--- src/rtl/s_box_sequencer.sv ---
// s_box_sequencer: fans one 48-bit word out to the eight DES S-boxes
// and gathers their nibbles into the 32-bit substitution word.
module s_box_sequencer #(
  parameter int unsigned SERIAL  = 0,
  parameter int unsigned TIMEOUT = 4
) (
  input  logic        clk,
  input  logic        rst_n,
  input  logic        in_valid,
  output logic        in_ready,
  input  logic [47:0] in_data,
  output logic        out_valid,
  input  logic        out_ready,
  output logic [31:0] out_data,
  output logic        err,
  input  logic        err_clr,
  output logic [47:0] sbox_in,
  output logic [7:0]  sbox_select,
  input  logic [7:0]  sbox_finish,
  input  logic [31:0] sbox_out
);

  typedef enum logic [2:0] {
    IDLE, ISSUE, COLLECT, DONE, ERR
  } state_e;

  localparam logic [3:0] TO = 4'(TIMEOUT);
  localparam logic [7:0] FIRST =
    (SERIAL != 0) ? 8'h80 : 8'hFF;

  state_e      state_q, state_d;
  logic [47:0] sin_q, sin_d;
  logic [31:0] data_q, data_d;
  logic [7:0]  pulse_q, pulse_d;
  logic [7:0]  sel_q, sel_d;
  logic [7:0]  mask_q, mask_d;
  logic [7:0]  cap;
  logic [2:0]  k_q, k_d;
  logic [3:0]  cnt_q [8];
  logic [3:0]  cnt_d [8];
  logic        expired;

  always_comb begin
    state_d = state_q;
    sin_d   = sin_q;
    data_d  = data_q;
    pulse_d = '0;
    sel_d   = sel_q;
    mask_d  = mask_q;
    k_d     = k_q;
    cnt_d   = cnt_q;
    cap     = '0;
    expired = 1'b0;
    unique case (state_q)
      IDLE: begin
        if (in_valid) begin
          sin_d   = in_data;
          data_d  = '0;
          mask_d  = '0;
          pulse_d = FIRST;
          sel_d   = FIRST;
          k_d     = '0;
          for (int i = 0; i < 8; i++)
            cnt_d[i] = '0;
          state_d = ISSUE;
        end
      end
      ISSUE, COLLECT: begin
        // only boxes already selected may report
        cap    = sbox_finish & sel_q & ~mask_q;
        mask_d = mask_q | cap;
        for (int i = 0; i < 8; i++) begin
          if (cap[7-i])
            data_d[31-4*i -: 4] =
              sbox_out[31-4*i -: 4];
          if (sel_q[i] && !pulse_q[i]
              && !mask_d[i]) begin
            cnt_d[i] = cnt_q[i] + 4'd1;
            if (cnt_d[i] == TO)
              expired = 1'b1;
          end
        end
        if (state_q == ISSUE) begin
          if (SERIAL == 0 || k_q == 3'd7) begin
            state_d = COLLECT;
          end else begin
            k_d     = k_q + 3'd1;
            pulse_d = pulse_q >> 1;
            sel_d   = sel_q | (pulse_q >> 1);
          end
        end
        if (expired) begin
          state_d = ERR;
          pulse_d = '0;
        end else if (&mask_d) begin
          state_d = DONE;
        end
      end
      DONE: begin
        if (out_ready)
          state_d = IDLE;
      end
      ERR: begin
        if (err_clr)
          state_d = IDLE;
      end
      default: state_d = IDLE;
    endcase
  end

  always_ff @(posedge clk or negedge rst_n) begin
    if (!rst_n) begin
      state_q <= IDLE;
      sin_q   <= '0;
      data_q  <= '0;
      pulse_q <= '0;
      sel_q   <= '0;
      mask_q  <= '0;
      k_q     <= '0;
      for (int i = 0; i < 8; i++)
        cnt_q[i] <= '0;
    end else begin
      state_q <= state_d;
      sin_q   <= sin_d;
      data_q  <= data_d;
      pulse_q <= pulse_d;
      sel_q   <= sel_d;
      mask_q  <= mask_d;
      k_q     <= k_d;
      for (int i = 0; i < 8; i++)
        cnt_q[i] <= cnt_d[i];
    end
  end

  assign in_ready    = (state_q == IDLE);
  assign out_valid   = (state_q == DONE);
  assign err         = (state_q == ERR);
  assign out_data    = data_q;
  assign sbox_in     = sin_q;
  assign sbox_select = pulse_q;

endmodule

--- config.mk ---
export PLATFORM = sky130hd
export DESIGN_NAME = s_box_sequencer
export DESIGN_NICKNAME = d
export VERILOG_FILES = /design/src/rtl/s_box_sequencer.sv
export SDC_FILE = /design/constraint.sdc
export NUM_CORES = 1
export LEC_CHECK = 0
export ABC_AREA = 1
export BUFFER_PORTS_ARGS = -buffer_cell sky130_fd_sc_hd__clkbuf_2
export CAP_MARGIN = 20
export CORE_MARGIN = 5
export CORE_UTILIZATION = 44
export CTS_BUF_LIST = sky130_fd_sc_hd__clkbuf_4 sky130_fd_sc_hd__clkbuf_8
export CTS_CLUSTER_SIZE = 8
export DETAILED_ROUTE_END_ITERATION = 6
export PLACE_DENSITY = 0.72
export SETUP_SLACK_MARGIN = 0.5
export SLEW_MARGIN = 20
export SYNTH_ARGS = -nofsm -noshare
export SYNTH_HDL_FRONTEND = slang
export SYNTH_SLANG_ARGS = --single-unit
--- constraint.sdc ---
create_clock -name clk -period 2.8 [get_ports clk]
set_input_delay 0.42 -clock clk [delete_from_list [all_inputs] [get_ports clk]]
set_output_delay 0.42 -clock clk [all_outputs]
set_load 0.02 [all_outputs]
# [After elaboration in Yosys (flattened, before gate mapping)]
# Index checks and enable logic that the tools add are counted.
[classes] n_addsub=8 multipliers=0 div_mod_pow=0 order_cmp=0 n_eq_ne=32 n_shift=0 muxes=49 bitwise=4 reduce_logical=55
[ops] cell="one-hot mux 32 bit (2 select lines)" count=2
[ops] cell="two-way mux 4 bit" count=16
[ops] cell="AND reduction 3 bit" count=16
[ops] cell="!= test 2 bit, second input constant" count=17
[ops] cell="adder 4 x 1 -> 4 bit, second input constant" count=8
[ops] cell="equality test 4 x 3 -> 1 bit, second input constant" count=8
[ops] cell="two-way mux 32 bit" count=1
[ops] cell="two-way mux 8 bit" count=3
[ops] cell="two-way mux 1 bit" count=19
[ops] cell="two-way mux 3 bit" count=6
[ops] cell="bitwise AND 8 bit" count=2
[ops] cell="logical AND 1 bit" count=16
[ops] cell="zero test 1 bit" count=16
[ops] cell="one-hot mux 8 bit (2 select lines)" count=1
[ops] cell="one-hot mux 3 bit (4 select lines)" count=1
[ops] cell="inverter 8 bit" count=1
[ops] cell="OR 8 bit" count=1
[ops] cell="AND reduction 8 bit" count=1
[ops] cell="equality test 3 x 2 -> 1 bit, second input constant" count=2
[ops] cell="!= test 2 x 1 -> 1 bit, second input constant" count=2
[ops] cell="!= test 4 bit, second input constant" count=1
[ops] cell="AND reduction 2 bit" count=2
[ops] cell="AND reduction 4 bit" count=1
[ops] cell="equality test 3 x 1 -> 1 bit, second input constant" count=1
[ops] cell="other kinds (4)" count=4
[totals] reg_bits=132 latch_bits=0 ramBits=0 mem_bits_ro=0 output_inout_bits=91 wordCells=169 n_memories=0

# [Depth between registers and ports, before layout]
# Gate-level depths: netlist (run 1).
[depth] ltp_word=25 ltp_mapped=12 ltp_nobuf=11

# [Worst setup path before layout (run 1)]
# OpenSTA, ideal clock, no wires.
[synth_timing] kind="register to register" start="reg cnt_q[8] (netlist bit)" end="reg state_q[0]" setup_time_ns=0.117 arrival_ns=1.412 t_required_ns=2.683 path_slack_ns=1.270 stages_incl_launch_ff=11 path_buffers=0 cell_sequence="dfrtp_1 > ha_1 > or2_2 > nand3_1 > nor2_1 > nand2_1 > nand2_1 > nor2_1 > nand4_1 > nand3_1 > nand2_1"
[synth_between] elab_chain_len=11 word_cells_on_any_way=13 cone_classes="add/sub (1); eq/ne (2); mux (9); reduce/logical (1)"
[synth_rtl] item="start: declaration" line="39" source="logic [3:0] cnt_q [8];"
[synth_rtl] item="start signal: indexed assignment" line="131" source="cnt_q[i] <= cnt_d[i];"
[synth_rtl] item="adder 4 x 1 -> 4 bit *" line="78" source="cnt_d[i] = cnt_q[i] + 4'd1;"
[synth_rtl] item="equality test 4 x 3 -> 1 bit *" line="79" source="if (cnt_d[i] == TO)"
[synth_rtl] item="two-way mux 1 bit *" line="79"
[synth_rtl] item="two-way mux 1 bit *" line="76" source="if (sel_q[i] && !pulse_q[i]"
[synth_rtl] item="two-way mux 1 bit" line="79"
[synth_rtl] item="two-way mux 1 bit *" line="76"
[synth_rtl] item="two-way mux 1 bit" line="79"
[synth_rtl] item="two-way mux 1 bit *" line="76"
[synth_rtl] item="two-way mux 1 bit *" line="54" source="unique case (state_q)"
[synth_rtl] item="!= test 4 bit (no source line) / two-way mux 3 bit (equally long branches)"
[synth_rtl] item="AND reduction 4 bit (no source line) / one-hot mux 3 bit (4 select lines) (equally long branches)"
[synth_rtl] item="end signal: assignment" line="123" source="state_q <= state_d;"
[synth_rtl] item="end: declaration" line="31" source="state_e state_q, state_d;"
# Every way passes the cells marked *; elsewhere a longest branch is shown, timed or not. The select of a mux whose other input is x is not followed.
# A chain may end at the register's enable or synchronous reset.

# [Worst setup path after layout (run 1)]
[layout_timing] start="reg state_q[2]" end="reg cnt_q[26] (netlist bit)"
[layout_between] elab_chain_len=4 word_cells_on_any_way=9 cone_classes="eq/ne (4); mux (1); reduce/logical (4)"
[layout_rtl] item="equality test 3 x 1 -> 1 bit / equality test 3 x 2 -> 1 bit (equally long branches)" line="54"
[layout_rtl] item="OR reduction 2 bit" line="54"
[layout_rtl] item="!= test 2 bit (no source line) / nonzero test 2 bit (equally long branches)"
[layout_rtl] item="AND reduction 3 bit (no source line)"
# Parallel ways exist; a longest one is shown, timed or not.

==> out/results.tsv, run 1 <==
metric	value	unit
io_pins	184	
grt_overflow	0	
clock_sinks	125	
post-cts-setup-buffers	0	
final_max_slew_viol_count	0	
ctsHoldBuffers	1	
worstSetupEndpointType	flop	
final.setup.tns	0	ns
synth-seq-area-share	0.522	
num_antenna_cells	0	
track_usage	0.191	
synth-edff-count	0	
hold_violations	0	
num_vias	5037	
die-area	0.0161	mm²
mostFrequentLayoutCells	nand2_1, clkbuf_2, dfrtp_1, inv_1, nand3_1	
cts_root_buffer	clkbuf_8	
path_max_fanout	39	
areaGrowthSynthToFinish	22.7	%
cp-start-kind	flop	
arrival	2.26	ns
wl_per_cell	14.0	µm
grt_pass1_vias	5007	
drt_iter0_drc	224	
clock_path_buffers	2	
drt-vias-per-instance	4.73	
ir_drop	639	µV
hold_class	input pin to flop	
die_height	127	µm
setup_slack	0.854	ns
dp_hpwl	11000	µm
crit_chain	a21oi_2, nand2_4, inv_4, nand2_1, nand2_2, inv_2, nand2_1, o22ai_1	
core	0.0133	mm²
gp_congestion	0.774	
grt_max_degree	78	
ys_async_sr_fraction	1.00	
synthFlopType	dfrtp_1	
clock.fmax	514	MHz
critical_path_required	3.11	ns
max_slew.worst_pin.slew	0.795	ns
syn_nets	803	
power.density	1120	mW/mm²
cts_buffers	17	
setup_viol	0	
dp_slack	0.846	ns
fin_nets	985	
timing_worst_setup_path_type	flop to flop	
syn_avg_cell_area	8.63	µm²
cp_slowest_cell	dfrtp_1	
p_total	8250	µW
syn_inst	695	
start_util	0.451	
layout_commonest_cell	nand2_1	
status	completed	
row_count	42	
clock_latency	0.45	ns
grt_pass1_wl	24600	µm
final_core_util	0.553	
path_buf_inv	2	
drive_gt1_frac	0.289	
max_stage_delay	0.46	ns
htreeDepth	4	
netlist_area	0.00600	mm²
grt_setup_unrepaired	false	
yosys_warnings	0	
clk_pin_slew	0.08	ns
die_w	127	µm
drt_wl_total	14900	µm
dr.pass1.iters	4	
cts_resized	0	
remaining_drc_errors	0	
fin_crit_sh	0.695	
cp_top_family	simple AND/OR/NAND/NOR gates	
finalClockSkew	0.0193	ns
antenna_found_initial	0	
ys_types	35	
slew_headroom	0.470	
portBuffers	183	
leakage	0.00411	µW
fillers	1245	
cts_tree	built	
holdWs	0.162	ns
ant_nets	0	
cap_violations	0	
period_minus_slack	1.95	ns
crit_top_cell	nand2_1	
ys_seq_elements	125	
layer usage:
layer  GRT usage  routed length, µm
met1       0.248               6400
met2       0.291               6940
met3      0.0841               1330
met4      0.0568                227
met5           0                  0
power by group:
part           internal (µW)  total (µW)  switching [µW]
Clock                    765        1560             794
Sequential              2520        3010             484
Combinational           1140        3680            2540
through the flow:
step / instance area, µm² / std cells
6_report: 7360 / 1066
5_1_grt: 7360 / 1066
4_1_cts: 7360 / 1066
3_5_place_dp: 6960 / 1033
3_3_place_gp: 6960 / 1033
2_1_floorplan: 6000 / 695
cells in the mapped netlist, types with 3 or more instances:
master   instances  share of area
o22ai_1         11          0.011
o31ai_1          5         0.0063
nor3_1           3         0.0025
buf_2            6         0.0050
buf_4           12          0.015
nand4_4          7          0.025
ha_1            15          0.031
nand2_1        258           0.16
o21ai_0         39          0.033
nor2_4           3         0.0056
inv_1           74          0.046
o21ai_1         12          0.010
inv_2            7         0.0044
buf_6            7          0.013
nand2_2          9         0.0094
nor2_1          18          0.011
nand3_1         55          0.046
a21oi_1          4         0.0033
nand4_1          5         0.0052
xor2_1           4         0.0058
dfrtp_1        125           0.52
tightest hold or removal path, stage by stage:
cell and delay (ns):
clkbuf_2 0.07, nand2_1 0.04, nand2_1 0.05
logic make-up after synthesis:
| kind of cell | Yosys count | synth area share |
|---|---|---|
| and+or+nand+nor | 362 | 0.271 |
| xor gates and xnor gates | 5 | 0.00730 |
| AOI/OAI and AO/OA | 77 | 0.0751 |
| buffers and inverters | 111 | 0.0933 |
| DFF | 125 | 0.522 |
| adders and majority gates | 15 | 0.0313 |
registers in the layout, indices dropped and copies added (netlist names):
register,cells
sbox_select,1
cnt_q,32
state_q,3
mask_q,8
sel_q,1
sbox_in,48
out_data,32
layout make-up:
type	instances	area, µm²	area share
Clock inverter	13	130	0.0177
Timing Repair Buffer	191	993	0.135
Multi-Input combinational cell	459	2310	0.314
Clock buffer	19	262	0.0355
Sequential cell	125	3130	0.425
Inverter	83	317	0.0430
Tap cell	176	220	0.0299
worst paths after layout:
kind	start	to	slack, ns	cells past startpoint
hold / removal	in_data[14]	sbox_in[14]	0.16	3
max in group asynchronous	rst_n	mask_q[1]	1.59	3
setup reg to reg	state_q[2]	cnt_q[26]	0.85	8
min in group asynchronous	rst_n	state_q[1]	0.52	2
hold reg to reg	sbox_in[45]	sbox_in[45]	0.47	2
setup / recovery	state_q[2]	cnt_q[26]	0.85	8
Note: power is estimated with default switching activity, not from simulation.
==> run 2: changes to the inputs <==
==> constraint.sdc (replaced) <==
create_clock -name clk -period 1.9 [get_ports clk]
set_input_delay 0.285 -clock clk [delete_from_list [all_inputs] [get_ports clk]]
set_output_delay 0.285 -clock clk [all_outputs]
set_load 0.02 [all_outputs]
==> out/results.tsv, run 2 (synthesis results as in run 1) <==
metric	value	unit
die-area	0.0161	mm²
clock.fmax	561	MHz
largest_register_ffs	48	
hold_violations	0	
slew_headroom	0.729	
fillers	685	
core	0.0133	mm²
dr.pass1.iters	5	
arrival	2.13	ns
timing_worst_setup_path_type	flop to flop	
grt_pass1_wl	33100	µm
mostFrequentLayoutCells	clkbuf_2, nand2_1, dfrtp_1, nand2_2, inv_1	
grt_max_degree	52	
track_usage	0.265	
grt_overflow	0	
leakage	0.00523	µW
cap_violations	0	
final_core_util	0.751	
io_pins	184	
cts_tree	built	
cts_root_buffer	clkbuf_8	
grt_pass1_vias	6431	
hold_class	input pin to flop	
cts_buffers	17	
fin_crit_sh	0.938	
layout_commonest_cell	clkbuf_2	
portBuffers	183	
final_max_slew_viol_count	0	
wl_per_cell	22.6	µm
dp_hpwl	11400	µm
clock_latency	0.46	ns
max_slew.worst_pin.slew	0.403	ns
drt-vias-per-instance	5.70	
path_max_fanout	4	
num_vias	6576	
final.setup.tns	0	ns
fin_nets	1072	
finalClockSkew	0.0157	ns
areaGrowthSynthToFinish	66.4	%
final_area	0.00998	mm²
drt_iter0_drc	766	
grt_setup_unrepaired	true	
row_count	42	
ant_nets	0	
period_minus_slack	1.78	ns
num_antenna_cells	0	
remaining_drc_errors	0	
critical_path_required	2.25	ns
gp_congestion	0.792	
clk_pin_slew	0.08	ns
antenna_found_initial	0	
die_height	127	µm
htreeDepth	4	
start_util	0.451	
clock_path_buffers	2	
die_w	127	µm
clock_sinks	125	
status	completed	
drt_wl_total	26100	µm
ir_drop	1120	µV
worstSetupEndpointType	flop	
drive_gt1_frac	0.572	
cp-start-kind	flop	
setup_viol	0	
power.density	1800	mW/mm²
placed_cell_area	0.00708	mm²
-- run 2: changes by cell type in the layout (fill, tap and decap cells not counted), moves of 14 or more --
cell     change
buf_12      +20
buf_16      +14
buf_4       +36
nand2_1    -126
nand2_2     +70
nand2_4     +48
nand3_1     -37
nand3_2     +31
o21ai_0     -39
o21ai_1     +17
o21ai_2     +21
-- run 2: final timing paths --
kind	from	endpoint	slack [ns]	cells past startpoint
max	sel_q[0]	state_q[0]	0.12	9
min	in_data[38]	sbox_in[38]	0.03	3
max reg2reg	sel_q[0]	state_q[0]	0.12	9
min reg2reg	sbox_in[16]	sbox_in[16]	0.49	2
max in group asynchronous	rst_n	cnt_q[24]	0.92	3
min in group asynchronous	rst_n	sbox_in[19]	0.31	2
-- run 2: critical path, cell delays in order, from the launching register on --
cell	delay [ns]
dfrtp_2	0.44
buf_6	0.14
a21oi_2	0.27
inv_1	0.12
nand2_1	0.13
nor2_1	0.11
a21oi_1	0.18
nand4_1	0.12
nand3_1	0.11
nand2_1	0.05
-- run 2: what timing repair did --
action,4_1_cts,5_1_grt
cloned,17,1
buffers inserted,43,19
endpoints found under the hold margin,25,0
hold buffers,1,0
setup endpoints to repair,134,136
pin swaps,63,46
resized for setup,241,169
-- run 2: report_power, final --
group          internal, µW  switching (µW)  total (µW)
combinational          4390            6360       10800
clock                  1350            1160        2520
sequential             3730            1000        4730
-- run 2: cell type report --
cell class | count | area (µm²) | area share
clock inverters | 9 | 109 | 0.0109
repair inverters | 4 | 72.6 | 0.00727
flip-flops and latches | 125 | 3130 | 0.314
inverters | 83 | 374 | 0.0375
well taps | 176 | 220 | 0.0221
clock buffers | 23 | 310 | 0.0311
multi-input cells | 459 | 3470 | 0.348
repair buffers | 274 | 2290 | 0.229
-- run 2: through the flow --
step                hold WS (ns)  setup WS (ns)  instances  total power (µW)
finish                    0.0312          0.118       1153             18000
global route              0.0278         0.0319       1153             18700
CTS                      0.00620          0.270       1133             15600
detailed placement         0.241          0.209       1040             10200
global placement           0.243          0.221       1040             10100
floorplan                -0.0106          0.420        695              8480
-- run 2: per-layer routing --
| layer | routed length (µm) | GRT usage | vias to the layer above | part of all wire |
|---|---|---|---|---|
| met5 | 0 | 0 | - | 0 |
| met4 | 1750 | 0.134 | 0 | 0.067 |
| met3 | 2390 | 0.0891 | 167 | 0.092 |
| met2 | 13200 | 0.465 | 480 | 0.51 |
| met1 | 8730 | 0.283 | 3176 | 0.33 |
| li1 | - | - | 2753 | - |
